File: config.mk
export PLATFORM = sky130hd
export DESIGN_NAME = spdt_bounce_gen
export DESIGN_NICKNAME = d
export VERILOG_FILES = /design/src/rtl/spdt_bounce_gen.sv
export SDC_FILE = /design/constraint.sdc
export NUM_CORES = 1
export LEC_CHECK = 0
export ABC_CLOCK_PERIOD_IN_PS = 3300
export CAP_MARGIN = 0
export CORE_MARGIN = 1
export CORE_UTILIZATION = 55
export DETAILED_ROUTE_END_ITERATION = 8
export HOLD_SLACK_MARGIN = 0.06
export PLACE_DENSITY = 0.85
export SETUP_SLACK_MARGIN = 0.5
export SLEW_MARGIN = 5
export SYNTH_ARGS = -nofsm -noshare
export SYNTH_HDL_FRONTEND = slang
export SYNTH_SLANG_ARGS = --single-unit
export TNS_END_PERCENT = 50
File: constraint.sdc
create_clock -name CLKIN -period 3.3 [get_ports CLKIN]
set_input_delay 0.33 -clock CLKIN [delete_from_list [all_inputs] [get_ports CLKIN]]
set_output_delay 0.33 -clock CLKIN [all_outputs]
set_load 0.02 [all_outputs]
File: src/rtl/spdt_bounce_gen.sv
// -----------------------------------------------------------------------------
// spdt_bounce_gen
//
// Transmit end of a simulated SPDT switch. It drives the active-low NO/NC
// contact lines that feed an SR-latch debouncer. When the commanded throw
// changes, the block produces a break-before-make sequence:
//
//   IDLE -> BREAK (old contact opens, may chatter)
//        -> TRANSIT (both contacts open)
//        -> MAKE (new contact closes, may chatter)
//        -> IDLE
//
// The chatter pattern comes from a free-running 16-bit Galois LFSR. The same
// seed and the same command sequence therefore give the same bounce pattern.
//
// Parameters
//   BOUNCE_CYCLES  : length of the BREAK and MAKE windows, in cycles (>= 1)
//   TRANSIT_CYCLES : length of the both-open gap, in cycles (>= 1)
//   GLITCH_W       : chatter segment length = 1 + LFSR[GLITCH_W-1:0]
//   SEED           : LFSR reset value (0 is replaced by 16'h0001)
//
// Ports
//   CLKIN     in  : clock, rising edge
//   RST       in  : synchronous reset, active-high
//   CMD       in  : commanded throw (1 = NO closed, 0 = NC closed)
//   BOUNCE_EN in  : 1 = chatter inside the bounce windows, 0 = clean edges
//   NO        out : normally-open contact, active-low (0 = closed)
//   NC        out : normally-closed contact, active-low (0 = closed)
//   POS       out : settled throw; updates only on return to IDLE
//   BUSY      out : high from the first BREAK cycle to the last MAKE cycle
//   DONE      out : one-cycle pulse on the cycle IDLE is re-entered
// -----------------------------------------------------------------------------
module spdt_bounce_gen #(
    parameter int          BOUNCE_CYCLES  = 64,
    parameter int          TRANSIT_CYCLES = 16,
    parameter int          GLITCH_W       = 3,
    parameter logic [15:0] SEED           = 16'hACE1
) (
    input  logic CLKIN,
    input  logic RST,
    input  logic CMD,
    input  logic BOUNCE_EN,
    output logic NO,
    output logic NC,
    output logic POS,
    output logic BUSY,
    output logic DONE
);

    // -------------------------------------------------------------------------
    // Sizing
    // -------------------------------------------------------------------------
    localparam int MAX_CYCLES = (BOUNCE_CYCLES > TRANSIT_CYCLES) ? BOUNCE_CYCLES
                                                                 : TRANSIT_CYCLES;
    localparam int CW = $clog2(MAX_CYCLES + 1);
    localparam int SW = GLITCH_W + 1;

    localparam logic [CW-1:0] BOUNCE_LAST  = CW'(BOUNCE_CYCLES - 1);
    localparam logic [CW-1:0] TRANSIT_LAST = CW'(TRANSIT_CYCLES - 1);

    // An all-zero Galois LFSR would lock up, so a zero seed becomes 1.
    localparam logic [15:0] SEED_EFF  = (SEED == 16'h0000) ? 16'h0001 : SEED;

    // Polynomial x^16 + x^14 + x^13 + x^11, right-shifting Galois form.
    localparam logic [15:0] LFSR_TAPS = 16'hB400;

    typedef enum logic [1:0] {
        S_IDLE    = 2'd0,
        S_BREAK   = 2'd1,
        S_TRANSIT = 2'd2,
        S_MAKE    = 2'd3
    } state_t;

    // -------------------------------------------------------------------------
    // Helpers
    // -------------------------------------------------------------------------

    // One Galois step: shift right and fold the taps in when the LSB was 1.
    function automatic logic [15:0] lfsr_step(input logic [15:0] v);
        logic [15:0] r;
        r = {1'b0, v[15:1]};
        if (v[0]) begin
            r = r ^ LFSR_TAPS;
        end else begin
            r = r;
        end
        return r;
    endfunction

    // The segment counter counts the LFSR value down to zero, so a segment
    // lasts 1 + LFSR[GLITCH_W-1:0] cycles.
    function automatic logic [SW-1:0] seg_load(input logic [GLITCH_W-1:0] v);
        return {1'b0, v};
    endfunction

    // -------------------------------------------------------------------------
    // State
    // -------------------------------------------------------------------------
    state_t        state_q, state_d;
    logic [CW-1:0] cnt_q,   cnt_d;
    logic [SW-1:0] seg_q,   seg_d;
    logic [15:0]   lfsr_q,  lfsr_d;
    logic          no_q,    no_d;
    logic          nc_q,    nc_d;
    logic          pos_q,   pos_d;
    logic          busy_q,  busy_d;
    logic          done_q,  done_d;

    // "old" is the contact that matches the current POS; "new" is the other one.
    logic          old_now;
    logic          new_now;
    logic          old_nx;
    logic          new_nx;
    logic          seg_zero;
    logic [SW-1:0] seg_next;

    assign old_now  = pos_q ? no_q : nc_q;
    assign new_now  = pos_q ? nc_q : no_q;
    assign seg_zero = (seg_q == {SW{1'b0}});

    // The segment counter keeps running even with chatter disabled. This keeps
    // the chatter phase deterministic if BOUNCE_EN is enabled again later.
    assign seg_next = seg_zero ? seg_load(lfsr_q[GLITCH_W-1:0])
                               : (seg_q - SW'(1));

    // Next-state, window/segment counters and contact levels
    always_comb begin
        state_d = state_q;
        cnt_d   = cnt_q;
        seg_d   = seg_q;
        pos_d   = pos_q;
        busy_d  = busy_q;
        done_d  = 1'b0;
        lfsr_d  = lfsr_step(lfsr_q);
        old_nx  = old_now;
        new_nx  = new_now;
        no_d    = no_q;
        nc_d    = nc_q;

        case (state_q)
            S_IDLE: begin
                old_nx = 1'b0;
                new_nx = 1'b1;
                busy_d = 1'b0;
                if (CMD != pos_q) begin
                    // Release the old contact on the first BREAK cycle.
                    state_d = S_BREAK;
                    old_nx  = 1'b1;
                    busy_d  = 1'b1;
                    cnt_d   = BOUNCE_LAST;
                    seg_d   = seg_load(lfsr_q[GLITCH_W-1:0]);
                end else begin
                    cnt_d   = {CW{1'b0}};
                    seg_d   = {SW{1'b0}};
                end
            end

            S_BREAK: begin
                new_nx = 1'b1;
                busy_d = 1'b1;
                if (cnt_q == {CW{1'b0}}) begin
                    // The old contact always leaves BREAK open, whatever the
                    // chatter phase was.
                    state_d = S_TRANSIT;
                    cnt_d   = TRANSIT_LAST;
                    seg_d   = {SW{1'b0}};
                    old_nx  = 1'b1;
                end else begin
                    cnt_d   = cnt_q - CW'(1);
                    seg_d   = seg_next;
                    if (BOUNCE_EN) begin
                        old_nx = seg_zero ? ~old_now : old_now;
                    end else begin
                        old_nx = 1'b1;
                    end
                end
            end

            S_TRANSIT: begin
                old_nx = 1'b1;
                new_nx = 1'b1;
                busy_d = 1'b1;
                if (cnt_q == {CW{1'b0}}) begin
                    state_d = S_MAKE;
                    cnt_d   = BOUNCE_LAST;
                    seg_d   = seg_load(lfsr_q[GLITCH_W-1:0]);
                    new_nx  = 1'b0;
                end else begin
                    cnt_d   = cnt_q - CW'(1);
                end
            end

            S_MAKE: begin
                old_nx = 1'b1;
                busy_d = 1'b1;
                if (cnt_q == {CW{1'b0}}) begin
                    // Settle: close the new contact solidly and flip the
                    // reported throw.
                    state_d = S_IDLE;
                    cnt_d   = {CW{1'b0}};
                    seg_d   = {SW{1'b0}};
                    new_nx  = 1'b0;
                    pos_d   = ~pos_q;
                    busy_d  = 1'b0;
                    done_d  = 1'b1;
                end else begin
                    cnt_d   = cnt_q - CW'(1);
                    seg_d   = seg_next;
                    if (BOUNCE_EN) begin
                        new_nx = seg_zero ? ~new_now : new_now;
                    end else begin
                        new_nx = 1'b0;
                    end
                end
            end

            default: begin
                state_d = S_IDLE;
                cnt_d   = {CW{1'b0}};
                seg_d   = {SW{1'b0}};
                old_nx  = 1'b0;
                new_nx  = 1'b1;
                busy_d  = 1'b0;
            end
        endcase

        // Map old/new back to physical contacts using the throw held before
        // this edge.
        if (pos_q) begin
            no_d = old_nx;
            nc_d = new_nx;
        end else begin
            no_d = new_nx;
            nc_d = old_nx;
        end
    end

    // State, LFSR and output registers with synchronous reset
    always_ff @(posedge CLKIN) begin
        if (RST) begin
            state_q <= S_IDLE;
            cnt_q   <= {CW{1'b0}};
            seg_q   <= {SW{1'b0}};
            lfsr_q  <= SEED_EFF;
            no_q    <= 1'b1;
            nc_q    <= 1'b0;
            pos_q   <= 1'b0;
            busy_q  <= 1'b0;
            done_q  <= 1'b0;
        end else begin
            state_q <= state_d;
            cnt_q   <= cnt_d;
            seg_q   <= seg_d;
            lfsr_q  <= lfsr_d;
            no_q    <= no_d;
            nc_q    <= nc_d;
            pos_q   <= pos_d;
            busy_q  <= busy_d;
            done_q  <= done_d;
        end
    end

    assign NO   = no_q;
    assign NC   = nc_q;
    assign POS  = pos_q;
    assign BUSY = busy_q;
    assign DONE = done_q;

endmodule

==> impl_metrics.tcl, run 1 <==
set metrics [dict create \
    status "finished clean" \
    ys_warn_count 0 \
    detailroute.via_count 1251 \
    power_frac_clock 0.166 \
    dr.pass1.iters 4 \
    coreArea_sq_um 2780 \
    dpl.hpwl_um 2240 \
    syn_area_sq_um 1640 \
    gp_congestion 0.870 \
    period_needed_ps 1880 \
    rsz0062_at_grt "no" \
    final_core_util 0.654 \
    dp.cells 209 \
    nets 198 \
    post-route-period-util 0.570 \
    cts_tree "yes" \
    holdWs_ps 420 \
    drc 0 \
    wl_per_cell_um 14.2 \
    switching_share 0.424 \
    crit_type "reg -> out" \
    die_y_um 56.6 \
    intPower_mw 1.03 \
    p_sw_uw 761 \
    pwr-share-seq 0.325 \
    synth_top_area_frac 0.415 \
    worstPathRequired_ps 2970 \
    synth.largest_area_cell "dfxtp_1" \
    dr.first_iter.drc_count 43 \
    path_cells "clkdlybuf4s50_1" \
    clock_path_buffers 2 \
    final_cell_count_no_fill 217 \
    holdPathStages 1 \
    grt_pass1_wl_um 5340 \
    ys_types 48 \
    final_antenna_net_count 0 \
    synth_top_family_by_area "simple AND/OR/NAND/NOR gates" \
    ioPinCount 9 \
    worstSkewPairLatency_ps 340 \
    p_total_mw 1.80 \
    crit_path_end_kind "output pin" \
    synthMuxAreaShare 0.0191 \
    cpMaxStageDelayCell "clkdlybuf4s50_1" \
    synth_compound_area_frac 0.177 \
    design_area_sq_um 1820 \
    drive_above_1_share 0.151 \
    htree_levels 2 \
    synth-edff-count 0 \
    comb_power_share 0.510 \
    syn_nets 189 \
    worstHoldStart "lfsr_q[7]$_SDFF_PP1_" \
    use_met1 0.280 \
    clock_skew_ps 8.47 \
    syn_inst 176 \
    clkTransAtPathRegs_ps 110 \
    cpPeakStageDelay_ps 680 \
    regToRegSetupSlack_ps 1440 \
    synth_xor_area_frac 0.0587 \
    path_buf_inv 1 \
    overflow 0 \
    port_buffers 8 \
    post_cts_buffers 0 \
    rr_worst_depth 6 \
    ys_ff_latch 34 \
    final_cell_mix "dfxtp_1, nor2_1, o21ai_0, ha_1" \
    p_per_area_nw_per_um2 988 \
    synth-simple-area-share 0.232 \
    met3_usage 0.0599 \
    start_util 0.590 \
    antenna_found_initial 0 \
    ir_drop_v 0.000811 \
    async_flop_share 0 \
    cts_buffers 5 \
    cpLargestDelayFamily "buffers and inverters" \
    crit_fanout 9 \
    ys_top_cells_by_area "dfxtp_1, ha_1, nor2_1" \
    hold_class "reg -> reg" \
    die_area_sq_um 3210 \
    relSlewSlack 0.672 \
    tns_ps 0 \
    grt_pass1_vias 1186 \
    max_freq_mhz 531 \
    rr_endpoint "state_q[0]$_SDFFE_PP0P_" \
    synth_seq_area_share 0.415 \
    die_w_um 56.6 \
    worstMarginPinSlew_ps 492 \
    rows 19 \
    drv_slew 0 \
    avgViaCountPerCell 5.76 \
    grt_max_degree 21 \
    setup_viol 0 \
    ctsResizeCount 0 \
    p_leak_nw 0.698 \
    cts_hold_buf 0 \
    finalHoldViolations 0 \
    synth_ff_type "dfxtp_1" \
    final_common_cell "dfxtp_1" \
    regToRegStartpoint "state_q[0]$_SDFFE_PP0P_" \
    use_met2 0.336 \
    syn_to_final_growth_pct 10.7 \
    place_ws_ps 1480 \
    clkSinkCount 34 \
    antennaDiodeCount 0 \
    busiest_layer "met2" \
    worst_slack_ps 1420 \
    cts_root_buf "clkbuf_4" \
    min_to "lfsr_q[6]$_SDFF_PP1_" \
    grt.total_usage 0.213 \
    dpl-instance-area_sq_um 1740 \
    postSynthAreaPerCell_sq_um 9.33 \
    wl_um 3080 \
    critical_path_arrival_ps 1550 \
    critPathLaunchType "register" \
    max_cap_violations 0 \
    yosys.area_share.adder 0.0686 \
]
[power by group through the flow]
stage               Clock, mW  Combinational (mW)  Sequential (mW)
global route            0.318                1.01            0.595
CTS                     0.301               0.909            0.583
global placement            0               0.869            0.585
floorplan                   0               0.705            0.591
detailed placement          0               0.893            0.592
finish                  0.297               0.915            0.583
[synthesized netlist by cell type, drive strengths merged (2+ instances only)]
master / number
a21boi: 3
a21o: 2
a21oi: 7
a311oi: 3
buf: 2
clkbuf: 5
dfxtp: 34
ha: 9
inv: 6
mux2i: 2
nand2: 8
nand2b: 4
nand3: 4
nor2: 19
nor2b: 8
nor3: 5
nor3b: 3
nor4: 2
o21ai: 14
o31ai: 4
or2: 7
or3: 2
or3b: 2
xnor2: 6
xor2: 5
[routing by layer]
layer	vias to the layer above	wire length, um
met5	-	0
met4	0	53
met3	6	124
met2	26	1450
met1	596	1450
li1	623	-
[final cells by class]
class | count | area (sq um)
Inverter | 6 | 22.5
Timing Repair Buffer | 9 | 87.6
Clock inverter | 3 | 40.0
Sequential cell | 34 | 681
Tap cell | 31 | 38.8
Fill cell | 235 | 963
Clock buffer | 5 | 37.5
Multi-Input combinational cell | 129 | 911
[worst max path at each step]
stage / slack (ps) / start / endpoint / cells after the start
floorplan: 1750 / state_q[0]$_SDFFE_PP0P_ / NC$_SDFF_PP0_ / 7
global placement: 1570 / state_q[0]$_SDFFE_PP0P_ / state_q[0]$_SDFFE_PP0P_ / 6
detailed placement: 1480 / state_q[0]$_SDFFE_PP0P_ / state_q[0]$_SDFFE_PP0P_ / 6
CTS: 1410 / POS$_SDFFE_PP0P_ / POS / 1
global route: 1300 / cnt_q[0]$_SDFF_PP0_ / cnt_q[2]$_SDFF_PP0_ / 6
finish: 1420 / POS$_SDFFE_PP0P_ / POS / 1
[registers in the layout (all words and copies together), names as in the netlist]
| register | count |
|---|---|
| NO | 1 |
| NC | 1 |
| state_q | 2 |
| lfsr_q | 16 |
| seg_q | 4 |
| BUSY | 1 |
| cnt_q | 7 |
| POS | 1 |
| DONE | 1 |
[cell families (layout without fill, tap and decap cells)]
logic type      count (synthesis)  count (layout)
compound gates                 40              40
xor+xnor                       11              11
fa+ha+maj                       9               9
buf+inv                        13              23
flops                          34              34
mux                             3               3
simple gates                   66              66
(Power assumes the default switching activity.)
==> run 2: changes to the inputs <==
Settings changed: ABC_CLOCK_PERIOD_IN_PS 3300 to 1700, CORE_UTILIZATION 55 to 52.
Clock period 3.3 ns to 1.7 ns, I/O delays scaled along.
==> run 2 against run 1 <==
- hold slack worse by 3.1 ps
- sequential cell count stayed put
- largest cell class unchanged
- clock-buffer cell count increased by 1
- critical path type is now reg -> reg
- sequential power up 100%
- first-iteration DRC count rose to 2.8 times the previous value
- via count rose by 18%
- the run now ends with setup timing left
- highest routed layer unchanged
==> impl_metrics.tcl, run 2 (synthesis results as in run 1) <==
set metrics [dict create \
    p_total_mw 4.54 \
    wl_per_cell_um 17.7 \
    cpLargestDelayFamily "compound AO/OA/AOI/OAI gates" \
    grt.total_usage 0.241 \
    grt_pass1_vias 1291 \
    regToRegStartpoint "state_q[1]$_SDFFE_PP0P_" \
    clkSinkCount 34 \
    period_needed_ps 1730 \
    port_buffers 8 \
    crit_fanout 6 \
    grt_max_degree 11 \
    violations "setup timing" \
    relSlewSlack 0.701 \
    worstMarginPinSlew_ps 445 \
    overflow 0 \
    die_area_sq_um 3390 \
    start_util 0.542 \
    path_buf_inv 1 \
    nets 220 \
    post-route-period-util 1.02 \
    max_freq_mhz 579 \
    detailroute.via_count 1478 \
    cts_root_buf "clkbuf_4" \
    rsz0062_at_grt "yes" \
    avgViaCountPerCell 5.89 \
    final_common_cell "dfxtp_1" \
    die_w_um 58.2 \
    worstSkewPairLatency_ps 340 \
    drv_slew 0 \
    reg_top3 "lfsr_q (16), cnt_q (7), seg_q (4)" \
    drive_above_1_share 0.401 \
    crit_type "reg -> reg" \
    drc 0 \
    grt_pass1_wl_um 6050 \
    design_area_sq_um 2160 \
    tns_ps -27.4 \
    cp-startpoint "state_q[1]$_SDFFE_PP0P_" \
    ioPinCount 9 \
    final_cell_mix "dfxtp_1, buf_4, nor2_1, o21ai_0, nor2b_1" \
    dpl-instance-area_sq_um 1820 \
    dr.first_iter.drc_count 121 \
    final_antenna_net_count 0 \
    finalHoldViolations 0 \
    place_ws_ps 46.3 \
    htree_levels 2 \
    cpPeakStageDelay_ps 360 \
    crit_path_end_kind "register" \
    antennaDiodeCount 0 \
    fill_cells 199 \
    worst_slack_ps -27.4 \
    status "complete, but fails checks" \
    coreArea_sq_um 3030 \
    max_cap_violations 0 \
    dr.pass1.iters 4 \
    clkTransAtPathRegs_ps 120 \
    worstPathRequired_ps 1940 \
    p_per_area_nw_per_um2 2100 \
    cts_tree "yes" \
    dpl.hpwl_um 2380 \
    gp_congestion 0.868 \
    die_y_um 58.2 \
    clock_path_buffers 2 \
    ir_drop_v 0.000992 \
    clock_skew_ps 18.6 \
    syn_to_final_growth_pct 31.9 \
    top_register "lfsr_q" \
    p_leak_nw 0.824 \
    cts_buffers 5 \
    antenna_found_initial 0 \
    critPathLaunchType "register" \
    hold_class "reg -> reg" \
    worstHoldStart "lfsr_q[12]$_SDFF_PP0_" \
    crit_top_cell "nor2_1" \
    rows 20 \
    largest_reg_flops 16 \
    critical_path_arrival_ps 1970 \
    setup_viol 1 \
    cpMaxStageDelayCell "dfxtp_2" \
    path_cells "inv_2 -> ha_2 -> nor2_1 -> nor2_1 -> o2111ai_1 -> a311oi_1" \
    wl_um 4450 \
    final_core_util 0.715 \
]
[run 2: worst reg2reg max path, stage by stage, from the launching register on]
cell and delay, ps:
dfxtp_2 360, inv_2 80, ha_2 300, nor2_1 90, nor2_1 230, o2111ai_1 190
a311oi_1 360
[run 2: path summary, 6_finish.rpt]
kind / endpoint / slack, ps / cells after the start
hold / removal: lfsr_q[11]$_SDFF_PP1_ / 420 / 1
setup / recovery: seg_q[2]$_SDFFE_PP0N_ / -30 / 6
hold reg to reg: lfsr_q[11]$_SDFF_PP1_ / 420 / 1
setup reg to reg: seg_q[2]$_SDFFE_PP0N_ / -30 / 6
[run 2: repair_timing]
action | CTS | global route
buffers inserted | 7 | 11
resized for setup | 21 | 17
gates cloned | 0 | 0
setup endpoints to repair | 23 | 26
pin swaps | 11 | 18
hold buffers | 0 | 0
[run 2: where the power goes]
part           internal [mW]  switching, mW  leakage [nW]
clock                  0.342          0.272        0.0443
combinational           1.26           1.47         0.495
sequential             0.979          0.209         0.284
[run 2: metal layers]
metal,GRT usage,up-vias,share of wire
met3,0.0625,26,0.053
met5,0,-,0
met4,0.0850,0,0.039
li1,-,672,-
met1,0.304,705,0.41
met2,0.399,75,0.50
[run 2: final cells by class]
class	count	area, sq um	share of cell area
timing repair buffer	31	255	0.118
sequential	34	692	0.320
clock buffer	6	51.3	0.0237
tap	44	55.1	0.0254
multi-input combinational	129	1060	0.488
inverter	6	25.0	0.0116
clock inverter	1	30.0	0.0139
[run 2: through the flow]
step                cells  hold slack [ps]
global placement      226              391
global route          251              438
floorplan             176              384
detailed placement    226              394
finish                251              417
CTS                   240              417
==> run 3: changes to the inputs <==
Settings changed: ABC_CLOCK_PERIOD_IN_PS 1700 to unset.
==> results of run 3 <==
No change in the layout: final DEF, timing and power equal those of run 2.
